### src/rtl/scanner_link_tx_if.sv
// rtl/scanner_link_tx_if.sv - request handshake bundle for the scanner link transmitter
interface scanner_link_tx_if;
    logic       req_valid;
    logic       req_kind;
    logic [7:0] req_byte;
    logic       req_ready;

    modport master (output req_valid, output req_kind, output req_byte, input req_ready);
    modport slave  (input req_valid, input req_kind, input req_byte, output req_ready);
endinterface

### src/rtl/scanner_link_tx.sv
// rtl/scanner_link_tx.sv - request FIFO plus MSB-first 8-bit frame serializer feeding transferCenter
module scanner_link_tx #(
    parameter  int FIFO_DEPTH = 4,
    localparam int AW         = $clog2(FIFO_DEPTH),
    localparam int CW         = AW + 1
) (
    input  logic                clk,
    input  logic                rst,
    scanner_link_tx_if.slave    req,
    input  logic                link_ready_i,
    output logic                serial_out_o,
    output logic [2:0]          bit_cnt_o,
    output logic                frame_start_o,
    output logic                busy_o,
    output logic                err_illegal_o,
    output logic [CW-1:0]       fifo_count_o
);

    typedef enum logic [1:0] {IDLE, CMD, HDR, PAYLOAD} line_state_t;

    logic [8:0]    mem_q [FIFO_DEPTH];
    logic [AW-1:0] wr_ptr_q, rd_ptr_q;
    logic [CW-1:0] count_q, count_d;

    line_state_t   state_q, state_d;
    logic [2:0]    bit_cnt_q;
    logic [6:0]    shift_q;
    logic [7:0]    payload_q;
    logic          serial_q, frame_start_q, busy_q, err_q;

    logic          legal_cmd, accept, push, pop, frame_edge;
    logic [7:0]    frame_d;
    logic [8:0]    head;

    always_comb begin
        legal_cmd = 1'b0;
        case (req.req_byte)
            8'd1, 8'd2, 8'd3, 8'd4, 8'd5, 8'd6, 8'd8: legal_cmd = 1'b1;
            default:                                   legal_cmd = 1'b0;
        endcase
    end

    // Readiness comes from the registered count only, so a full FIFO refuses even in a pop cycle.
    assign req.req_ready = (count_q != CW'(FIFO_DEPTH));
    assign accept        = req.req_valid && req.req_ready;
    assign push          = accept && (req.req_kind || legal_cmd);
    assign frame_edge    = (bit_cnt_q == 3'd7);
    assign head          = mem_q[rd_ptr_q];
    assign count_d       = count_q + CW'(push) - CW'(pop);

    always_comb begin
        state_d = state_q;
        frame_d = 8'h00;
        pop     = 1'b0;
        if (frame_edge) begin
            if (state_q == HDR) begin
                // Header and payload are atomic: link_ready is not consulted here.
                state_d = PAYLOAD;
                frame_d = payload_q;
            end else if ((count_q != '0) && link_ready_i) begin
                pop = 1'b1;
                if (head[8]) begin
                    state_d = HDR;
                    frame_d = 8'h07;
                end else begin
                    state_d = CMD;
                    frame_d = head[7:0];
                end
            end else begin
                state_d = IDLE;
            end
        end
    end

    always_ff @(posedge clk) begin
        if (push) begin
            mem_q[wr_ptr_q] <= {req.req_kind, req.req_byte};
        end
    end

    always_ff @(posedge clk or posedge rst) begin
        if (rst) begin
            wr_ptr_q <= '0;
            rd_ptr_q <= '0;
            count_q  <= '0;
        end else begin
            if (push) wr_ptr_q <= wr_ptr_q + AW'(1);
            if (pop)  rd_ptr_q <= rd_ptr_q + AW'(1);
            count_q <= count_d;
        end
    end

    always_ff @(posedge clk or posedge rst) begin
        if (rst) begin
            state_q       <= IDLE;
            bit_cnt_q     <= 3'd0;
            shift_q       <= 7'd0;
            payload_q     <= 8'd0;
            serial_q      <= 1'b0;
            frame_start_q <= 1'b0;
            busy_q        <= 1'b0;
            err_q         <= 1'b0;
        end else begin
            bit_cnt_q <= bit_cnt_q + 3'd1;
            state_q   <= state_d;
            if (frame_edge) begin
                serial_q      <= frame_d[7];
                shift_q       <= frame_d[6:0];
                frame_start_q <= (state_d != IDLE);
                if (pop && head[8]) payload_q <= head[7:0];
            end else begin
                serial_q      <= shift_q[6];
                shift_q       <= {shift_q[5:0], 1'b0};
                frame_start_q <= 1'b0;
            end
            busy_q <= (count_d != '0) || (state_d != IDLE);
            err_q  <= accept && !req.req_kind && !legal_cmd;
        end
    end

    assign serial_out_o  = serial_q;
    assign bit_cnt_o     = bit_cnt_q;
    assign frame_start_o = frame_start_q;
    assign busy_o        = busy_q;
    assign err_illegal_o = err_q;
    assign fifo_count_o  = count_q;

endmodule

### src/flat_wrapper.sv
// flat-port wrapper written by rule: the top's interface ports become plain ports
module scanner_link_tx_flat 
#(
    parameter  int FIFO_DEPTH = 4,
    localparam int AW         = $clog2(FIFO_DEPTH),
    localparam int CW         = AW + 1
)
  (clk, rst, link_ready_i, serial_out_o, bit_cnt_o, frame_start_o, busy_o, err_illegal_o, fifo_count_o, req_req_valid, req_req_kind, req_req_byte, req_req_ready);
  scanner_link_tx_if req_i ();
  input  logic clk;
  input  logic rst;
  input  logic link_ready_i;
  output logic serial_out_o;
  output logic [2:0] bit_cnt_o;
  output logic frame_start_o;
  output logic busy_o;
  output logic err_illegal_o;
  output logic [CW-1:0] fifo_count_o;
  input wire logic [$bits(req_i.req_valid)-1:0] req_req_valid;
  input wire logic [$bits(req_i.req_kind)-1:0] req_req_kind;
  input wire logic [$bits(req_i.req_byte)-1:0] req_req_byte;
  output wire logic [$bits(req_i.req_ready)-1:0] req_req_ready;
  assign req_i.req_valid = req_req_valid;
  assign req_i.req_kind = req_req_kind;
  assign req_i.req_byte = req_req_byte;
  assign req_req_ready = req_i.req_ready;
  scanner_link_tx #(.FIFO_DEPTH(FIFO_DEPTH)) u_core (.clk(clk), .rst(rst), .req(req_i), .link_ready_i(link_ready_i), .serial_out_o(serial_out_o), .bit_cnt_o(bit_cnt_o), .frame_start_o(frame_start_o), .busy_o(busy_o), .err_illegal_o(err_illegal_o), .fifo_count_o(fifo_count_o));
endmodule
### config.mk
export PLATFORM = sky130hd
export DESIGN_NAME = scanner_link_tx_flat
export DESIGN_NICKNAME = d
export VERILOG_FILES = /design/src/rtl/scanner_link_tx_if.sv /design/src/rtl/scanner_link_tx.sv /design/src/flat_wrapper.sv
export SDC_FILE = /design/constraint.sdc
export NUM_CORES = 1
export LEC_CHECK = 0
export CAP_MARGIN = 20
export CORE_ASPECT_RATIO = 0.7
export CORE_MARGIN = 2
export CORE_UTILIZATION = 45
export CTS_CLUSTER_SIZE = 40
export DETAILED_ROUTE_END_ITERATION = 8
export PLACE_DENSITY_LB_ADDON = 0.12
export SETUP_SLACK_MARGIN = 0.2
export SKIP_CTS_REPAIR_TIMING = 1
export SLEW_MARGIN = 20
export SYNTH_ARGS = -nofsm -noshare
export SYNTH_HDL_FRONTEND = slang
export SYNTH_SLANG_ARGS = --single-unit
### constraint.sdc
create_clock -name clk -period 4.3 [get_ports clk]
set_clock_uncertainty 0.2 [all_clocks]
set_input_delay 1.075 -clock clk [delete_from_list [all_inputs] [get_ports clk]]
set_output_delay 1.075 -clock clk [all_outputs]
set_load 0.005 [all_outputs]
# Word-level counts from Yosys, hierarchy flattened
# Memory sizes are Yosys's and may differ from the RTL's.
# Index checks and enable logic that the tools add are counted.
# classes
n_addsub	5
n_eq_ne	10
n_mux	16
reduce_logical	15
# op_table
cell	n
$eq A8 B3 Y1 const B	3
$mux W8	3
$eq A8 B2 Y1 const B	2
$eq A8 B1 Y1 const B	1
$eq A8 B4 Y1 const B	1
$mux W1	8
$mux W2	4
$mux W7	1
$reduce_or A7 Y1	1
$logic_and A1 B1 Y1	6
$reduce_bool A3 Y1	2
$add A2 B1 Y2 const B	2
$add A3 B1 Y3	1
$add A3 B1 Y3 const B	1
$eq A3 B3 Y1 const B	1
$ne A3 B3 Y1 const B	1
$sub A3 B1 Y3	1
$eq A2 B2 Y1 const B	1
$logic_not A1 Y1	2
$logic_or A1 B1 Y1	2
$reduce_and A2 Y1	1
$reduce_bool A2 Y1	1
# totals
register_bits	31
ram_bits	36
output_inout_bits	11
word_cells	58
n_memories	1
# memory_table
name	depth	word_bits	rd	rd_ports_with_merged_regs	wr	line_no	text
u_core.mem_q	4	9	1	0	1	scanner_link_tx.sv:21	logic [8:0] mem_q [FIFO_DEPTH];

# Depth between registers and ports, before layout
# Gate-level depths: netlist of the first run.
# logic_depth
word_depth	9
ltp_mapped	12

# Worst setup path before layout of the first run
# OpenSTA, ideal clock, no wires.
# synth_timing
kind	input-to-reg
from	in req_req_byte[5]
to	reg u_core.busy_q (netlist: u_core.busy_o)
setup_time_ns	0.141
t_arrival_ns	2.832
t_required_ns	3.959
setup_slack_ns	1.128
stages	9
cell_sequence	nor4_1 > o2111ai_2 > a21oi_4 > ha_1 > inv_1 > fa_1 > xnor2_1 > xnor2_1 > nand4b_1
# synth_via
elab_chain_cells	9
elab_cells_between_ends	15
# synth_rtl
item	line_no	text
start: declaration	flat_wrapper.sv:21	input wire logic [$bits(req_i.req_byte)-1:0] req_req_byte;
$eq A8 B1 Y1, or another cell as far along	scanner_link_tx.sv:37	case (req.req_byte)
$reduce_or A7 Y1 (*)	scanner_link_tx.sv:37	
$mux W1 (*)	scanner_link_tx.sv:37	
$logic_or A1 B1 Y1 (*)	scanner_link_tx.sv:46	assign push = accept && (req.req_kind || legal_cmd);
$logic_and A1 B1 Y1 (*)	scanner_link_tx.sv:46	
named net u_core.push	scanner_link_tx.sv:31	logic legal_cmd, accept, push, pop, frame_edge;
$add A3 B1 Y3 (*)	scanner_link_tx.sv:49	assign count_d = count_q + CW'(push) - CW'(pop);
$sub A3 B1 Y3 (*)	scanner_link_tx.sv:49	
named net u_core.count_d[2]	scanner_link_tx.sv:23	logic [CW-1:0] count_q, count_d;
$reduce_bool A3 Y1 (*)	scanner_link_tx.sv:116	busy_q <= (count_d != '0) || (state_d != IDLE);
$logic_or A1 B1 Y1 (*)	scanner_link_tx.sv:116	
end signal: assignment	scanner_link_tx.sv:116	
end: declaration	scanner_link_tx.sv:29	logic serial_q, frame_start_q, busy_q, err_q;
# The timed path passes the listed nets; every way through them passes the cells marked *.
# A chain may end at the register's enable or synchronous reset.

# Worst setup path in the final report of the first run
# layout_timing
from	in req_req_byte[4]
to	reg u_core.busy_q (netlist: u_core.busy_o)
# Same word-level chain as after synthesis.

==> results.md, run 1 <==
## Cells and area
* share of cells above drive strength 1: 21.05%
* P&R area growth vs syn: 18.21%
* diode insertion count for antenna repair: 0
* net count of the finished layout: 226
* final non-filler cell area: 0.003298 sq mm
* fill count: 480

## Setup path
* delay of the slowest cell on the worst path: 0.49 ns
* launching element type of the critical path: input port
* cells traversed along the worst timing path: clkdlybuf4s50_1, nor4_1, o2111ai_2, a21oi_4, ha_1, inv_1, fa_1, xnor2_1, xnor2_1, nand4b_1
* buffering stage count on the worst path with inverters included: 2
* most prevalent standard cell on the critical path: sky130_fd_sc_hd__xnor2_1
* CP Max Fanout: 7
* critical path capture point type: flop
* crit path kind: input port to flop
* critical path's top delay family: simple AND/OR/NAND/NOR gates
* slack of the worst reg-to-reg path: 0.85 ns
* data arrival at the endpoint of the critical path: 3.60 ns
* data required time of the critical path: 4.29 ns
* critical-path cell with the highest stage delay: sky130_fd_sc_hd__clkdlybuf4s50_1

## Clock network
* CTS sink cnt: 67
* total number of H-tree levels: 3
* insertion delay to the later sink of the worst-skew pair: 0.34 ns
* clock root buffer master: sky130_fd_sc_hd__clkbuf_8
* number of buffers between clock root and the deepest sink: 2
* total CTS buffers: 9
* clock transition at the registers of the reported paths: 0.07 ns
* CTS tree: yes

## Global routing
* pin count of the biggest net entering global routing: 21
* first-pass GRT wire length: 8045 um
* global route total overflow: 0
* vias in the first global route: 1544
* total global routing track utilization: 15.90%
* antenna violations before repair: 0

## Floorplanning
* Std-Cell Core Area: 0.005842 sq mm
* number of placement rows: 23
* die width: 98.12 um
* die area: 0.006856 sq mm
* Ports: 24
* initial core utilization: 47.76%
* die boundary height: 69.88 um

## Placed design
* post-detailed-placement cell area: 0.003104 sq mm
* total half-perimeter wirelength after legalization and detailed placement: 3400 um
* Placement Setup Slack: 0.3575 ns
* number of buffers added on ports: 23
* routability congestion estimate: 0.7434

## Timing
* setup-violating endpoint count in the final report: 0
* min Tclk post-route: 3.610 ns
* Setup WS post-layout: 0.6898 ns
* unrepaired setup endpoints after global routing: no
* Final period util: 83.96%
* Final TNS setup: 0 ns
* max-slew violations: 0
* measured slew at the worst slew-check pin: 0.7605 ns
* final-report hold violation count: 0
* highest achievable clock rate: 277.0 MHz
* Relative slew margins: 49.30%

## Synth
* Post-Synthesis Net Count: 196
* Syn. warnings: 0
* portion of synthesized cell area occupied by the leading cell type: 38.74%
* flop and latch count out of synthesis: 67
* biggest area contributors in the synthesized netlist: sky130_fd_sc_hd__edfxtp_1 (39%), sky130_fd_sc_hd__dfrtp_1 (28%), sky130_fd_sc_hd__mux4_2 (7.3%), sky130_fd_sc_hd__ha_1 (3.6%), sky130_fd_sc_hd__mux2_2 (3.2%)
* Post-Synth Simple-Gate Area: 7.444%
* adder-cell area share of the yosys netlist: 4.305%
* Avg Inst Size Synth: 16.04 sq um
* dominant combinational cell family by area after synthesis: multiplexers
* dominant cell type by area after synthesis: sky130_fd_sc_hd__edfxtp_1
* sequential area share after synthesis: 66.55%
* XOR/XNOR Fraction of Synth Area: 1.570%
* count of mapped cells out of synthesis: 174
* number of library cell types mapped by synthesis: 36
* multiplexer fraction of the synthesized cell area: 11.39%
* fraction of the mapped netlist area in compound gates: 6.502%
* Netlist Area Pre-Place: 0.002790 sq mm

## Power
* standby leakage power: 0.001312 uW
* IR Drop Worst-Case VDD: 0.2670 mV
* power density cells: 593.4 mW/mm^2
* Pwr Total: 1957 uW

## Routing
* via/cell ratio: 5.264
* number of search-and-repair iterations in the first detailed-routing pass: 4
* vias after detailed routing: 1495
* remaining number of nets flagged by the antenna check after routing: 0
* WL/cell: 17.08 um
* DR DRC count: 0
* Post-Route WL: 4850 um
* initial DRC count: 52

## Worst hold path
* worst min path class: flop to flop

## Job
* Max-Cap Viols: 0

## Outcome
* status: completed

[layout make-up]
cell class                 instances  area [sq um]  area share (%)
sequential                        67          1857           56.30
multi-input combinational         92         870.8           26.40
timing repair buffer              24         245.2           7.436
clock inverter                     5         52.55           1.593
tap                               75         93.84           2.845
clock buffer                      11         141.4           4.287
inverter                          10         37.54           1.138
[flip-flops by register name (all words and copies together) (netlist names), 2 cells and up]
signal and count:
u_core.mem_q 36, u_core.wr_ptr_q 2, u_core.bit_cnt_o 3, u_core.state_q 2, u_core.payload_q 8, u_core.rd_ptr_q 2
u_core.fifo_count_o 3, u_core.shift_q 7
[where the power goes]
part,total (uW),switching (uW),internal (uW)
clock,502,221,281
sequential,966,135,831
combinational,490,221,268
total,1960,577,1380
[placed cells by master, fill, tap and decap left out, types with 5 or more instances in the layout]
cell,n
sky130_fd_sc_hd__clkdlybuf4s50_1,23
sky130_fd_sc_hd__a21oi_1,6
sky130_fd_sc_hd__dfrtp_1,31
sky130_fd_sc_hd__a21o_1,5
sky130_fd_sc_hd__mux4_2,9
sky130_fd_sc_hd__nor2_1,7
sky130_fd_sc_hd__nand2_1,10
sky130_fd_sc_hd__edfxtp_1,36
sky130_fd_sc_hd__o21ai_0,6
sky130_fd_sc_hd__mux2_2,8
sky130_fd_sc_hd__ha_1,8
sky130_fd_sc_hd__nand3_1,5
sky130_fd_sc_hd__inv_1,10
sky130_fd_sc_hd__clkbuf_8,10
[logic make-up after synthesis]
kind of cell	count (synthesis)
DFF	67
and+or+nand+nor	36
AOI/OAI and AO/OA	23
muxes	19
buffers and inverters	15
adders and majority gates	9
xor gates and xnor gates	5
[cell usage after synthesis (all sizes together)]
master	count
dfrtp	31
inv	10
clkbuf	2
and2b	1
nand3	5
o31a	1
o21ai	6
a32o	1
and2	4
buf	3
or4	1
nand2	11
a21oi	7
nor3	1
o2111ai	1
nand2b	2
xnor2	4
or3b	1
nand4b	1
nor2	8
mux4	9
nor4	1
o311ai	1
mux2	9
o21a	1
fa	1
mux2i	1
a21o	5
xor2	1
edfxtp	36
ha	8
[worst paths after layout]
path,startpoint,end,depth (start not counted)
hold reg to reg,u_core.shift_q[0]$_DFF_PP0_,u_core.shift_q[1]$_DFF_PP0_,2
min in group asynchronous,rst,u_core.wr_ptr_q[1]$_DFFE_PP0P_,2
hold / removal,u_core.shift_q[0]$_DFF_PP0_,u_core.shift_q[1]$_DFF_PP0_,2
setup reg to reg,u_core.bit_cnt_o[0]$_DFF_PP0_,u_core.busy_o$_DFF_PP0_,12
max in group asynchronous,rst,u_core.shift_q[2]$_DFF_PP0_,3
setup / recovery,req_req_byte[4],u_core.busy_o$_DFF_PP0_,10
[stage by stage]
| stage | util, % | hold slack (ns) | instances |
|---|---|---|---|
| finish | 56.46 | 0.2603 | 284 |
| CTS | 56.46 | 0.2632 | 284 |
| global route | 56.46 | 0.2785 | 284 |
| floorplan | - | 0.2331 | 174 |
| detailed placement | 53.14 | 0.2497 | 268 |
| global placement | 52.88 | 0.2376 | 267 |
[worst min-delay path, stage by stage, from the launching register on]
cell and delay (ns):
sky130_fd_sc_hd__dfrtp_1 0.32, sky130_fd_sc_hd__nand2b_1 0.05, sky130_fd_sc_hd__nand3_1 0.06
[per-layer routing]
layer	wire length, um	GRT usage [%]	share of wire, %
met5	0	0	0
met4	43	5.556	0.89
met3	228	6.106	4.7
met2	2297	23.59	47
met1	2281	21.56	47
Note: power is estimated with default switching activity, not from simulation.
==> run 2, diff against run 1 <==
- clock period: 4.3 -> 3.5 ns (I/O delays scaled with it)
==> run 2 against run 1 <==
Against the previous run: routed wire length rose by 0.78%; core utilization rose by 0.77 points; sequential share of layout area fell by 0.76 points; combinational power rose by 24%; power rose by 23%; largest power group unchanged.
==> results.md, run 2 (synthesized netlist as in run 1, its figures left out) <==
## Global routing
* first-pass GRT wire length: 8169 um, +1.5%
* pin count of the biggest net entering global routing: 30, +43%
* antenna violations before repair: 0, unchanged
* met2 usage in global routing: 24.58%, +0.99 points
* total global routing track utilization: 16.23%, +0.34 points
* global route total overflow: 0, unchanged
* most heavily used metal layer in global routing: met2
* vias in the first global route: 1553, +0.58%
* met3 GRT Util: 5.806%, -0.30 points
* global routing met1 resource utilization: 21.53%, -0.024 points

## Clock network
* CTS sink cnt: 67, unchanged
* total number of H-tree levels: 3, unchanged
* clock root buffer master: sky130_fd_sc_hd__clkbuf_8
* clock transition at the registers of the reported paths: 0.06 ns, about the same
* total CTS buffers: 9, unchanged
* insertion delay to the later sink of the worst-skew pair: 0.34 ns, about the same
* CTS tree: yes
* number of buffers between clock root and the deepest sink: 2, unchanged

## Setup path
* slack of the worst reg-to-reg path: 0.76 ns, -0.09 ns
* critical path capture point type: flop
* Crit Reg-Reg Startpoint: u_core.bit_cnt_o[0]$_DFF_PP0_
* cell count of the worst reg-to-reg path: 12, unchanged
* CP Max Fanout: 5, -2
* crit path kind: input port to flop
* launching element type of the critical path: input port
* data arrival at the endpoint of the critical path: 3.17 ns, -0.43 ns
* data required time of the critical path: 3.50 ns, -0.79 ns
* Reg-to-Reg End: u_core.busy_o$_DFF_PP0_

## Timing
* unrepaired setup endpoints after global routing: no
* Final TNS setup: 0 ns, unchanged
* highest achievable clock rate: 316.1 MHz
* Relative slew margins: 56.90%, +7.6 points
* Final period util: 90.40%
* max-slew violations: 0, unchanged
* min Tclk post-route: 3.164 ns
* setup-violating endpoint count in the final report: 0, unchanged
* measured slew at the worst slew-check pin: 0.6466 ns, -0.1139 ns
* final-report hold violation count: 0, unchanged

## Placed design
* routability congestion estimate: 0.7441, about the same
* post-detailed-placement cell area: 0.003134 sq mm, +0.97%
* number of cells after detailed placement: 273, +1.9%
* total half-perimeter wirelength after legalization and detailed placement: 3362 um, -1.1%
* number of buffers added on ports: 23, unchanged

## Power
* power density cells: 719.5 mW/mm^2, +21%
* standby leakage power: 0.001336 uW, +1.8%
* Pwr Total: 2406 uW, +23%
* IR Drop Worst-Case VDD: 0.2958 mV, +11%

## Routing
* DR DRC count: 0, unchanged
* via/cell ratio: 5.107, -3.0%
* vias after detailed routing: 1476, -1.3%
* number of search-and-repair iterations in the first detailed-routing pass: 5, +1
* WL/cell: 16.91 um, -0.96%
* Post-Route WL: 4888 um, +0.78%
* initial DRC count: 41, -21%
* remaining number of nets flagged by the antenna check after routing: 0, unchanged

## Cells and area
* P&R area growth vs syn: 19.82%
* leading cell type in the layout, fill and taps excluded: sky130_fd_sc_hd__edfxtp_1
* final non-filler cell area: 0.003343 sq mm, +1.4%
* share of cells above drive strength 1: 23.83%, +2.8 points
* Largest regs: u_core.mem_q x36, u_core.payload_q x8, u_core.shift_q x7
* fill count: 466, -2.9%
* Largest Register: u_core.mem_q
* flip-flop count of the largest register, all copies and words added: 36, unchanged
* most frequent cells in the layout: sky130_fd_sc_hd__edfxtp_1 (36), sky130_fd_sc_hd__dfrtp_1 (31), sky130_fd_sc_hd__clkdlybuf4s50_1 (23)
* diode insertion count for antenna repair: 0, unchanged
* net count of the finished layout: 231, +2.2%
* final standard cell count with taps included and fillers excluded: 289, +1.8%
* utilization after layout: 57.23%, +0.77 points

## Job
* Max-Cap Viols: 0, unchanged

## Floorplanning
* die width: 98.12 um, unchanged
* initial core utilization: 47.76%, unchanged
* die boundary height: 69.88 um, unchanged
* die area: 0.006856 sq mm, unchanged
* Std-Cell Core Area: 0.005842 sq mm, unchanged
* Ports: 24, unchanged
* number of placement rows: 23, unchanged

## Worst hold path
* Hold Path Cell Cnt: 2, unchanged
* Hold Startpoint: u_core.shift_q[0]$_DFF_PP0_
* worst min path class: flop to flop
* endpoint with the worst hold slack: u_core.shift_q[1]$_DFF_PP0_

## Outcome
* status: completed

## run 2: through the flow
| stage | setup slack (ns) | hold WS, ns |
|---|---|---|
| final | 0.3361 | 0.2714 |
| after global placement | -0.07112 | 0.2359 |
| after floorplan | 0.5278 | 0.2331 |
| after CTS | 0.2285 | 0.2651 |
| after global routing | 0.1878 | 0.2768 |
| after detailed placement | -0.1165 | 0.2522 |
## run 2: cell type report
| type | count | area (sq um) | share of cell area [%] |
|---|---|---|---|
| inverters | 10 | 37.54 | 1.123 |
| multi-input cells | 92 | 885.9 | 26.50 |
| flip-flops and latches | 67 | 1857 | 55.54 |
| clock inverters | 5 | 52.55 | 1.572 |
| clock buffers | 11 | 141.4 | 4.229 |
| repair buffers | 29 | 275.3 | 8.234 |
| well taps | 75 | 93.84 | 2.807 |
## run 2: how the worst max path moves through the flow
stage                                    endpoint  slack, ns  cells after the start       startpoint
after floorplan           u_core.busy_o$_DFF_PP0_       0.53                      9  req_req_byte[5]
after global placement    u_core.busy_o$_DFF_PP0_      -0.07                     10  req_req_byte[4]
after detailed placement  u_core.busy_o$_DFF_PP0_      -0.12                     10  req_req_byte[4]
after CTS                 u_core.busy_o$_DFF_PP0_       0.23                     10  req_req_byte[4]
after global routing      u_core.busy_o$_DFF_PP0_       0.19                     10  req_req_byte[4]
final                     u_core.busy_o$_DFF_PP0_       0.34                     10  req_req_byte[4]
## run 2: report_power, final
| group | leakage (uW) | switching [uW] | internal, uW |
|---|---|---|---|
| Sequential | 0.000712 | 160 | 1020 |
| Clock | 0.0000991 | 272 | 344 |
| Combinational | 0.000525 | 275 | 333 |
| Total | 0.00134 | 707 | 1700 |
## run 2: worst max-delay path, stage by stage
cell                              delay (ns)
sky130_fd_sc_hd__clkdlybuf4s50_1        0.51
sky130_fd_sc_hd__nor4_4                 0.32
sky130_fd_sc_hd__o2111ai_2              0.23
sky130_fd_sc_hd__a21oi_4                0.20
sky130_fd_sc_hd__ha_1                   0.16
sky130_fd_sc_hd__inv_1                  0.05
sky130_fd_sc_hd__fa_1                   0.37
sky130_fd_sc_hd__xnor2_1                0.14
sky130_fd_sc_hd__xnor2_1                0.14
sky130_fd_sc_hd__nand4b_1               0.17
## run 2: metal layers
| metal | wire length, um | vias up | share of wire (%) |
|---|---|---|---|
| li1 | - | 706 | - |
| met2 | 2288 | 22 | 47 |
| met5 | 0 | - | 0 |
| met4 | 49 | 0 | 1.0 |
| met3 | 195 | 7 | 4.0 |
| met1 | 2354 | 741 | 48 |
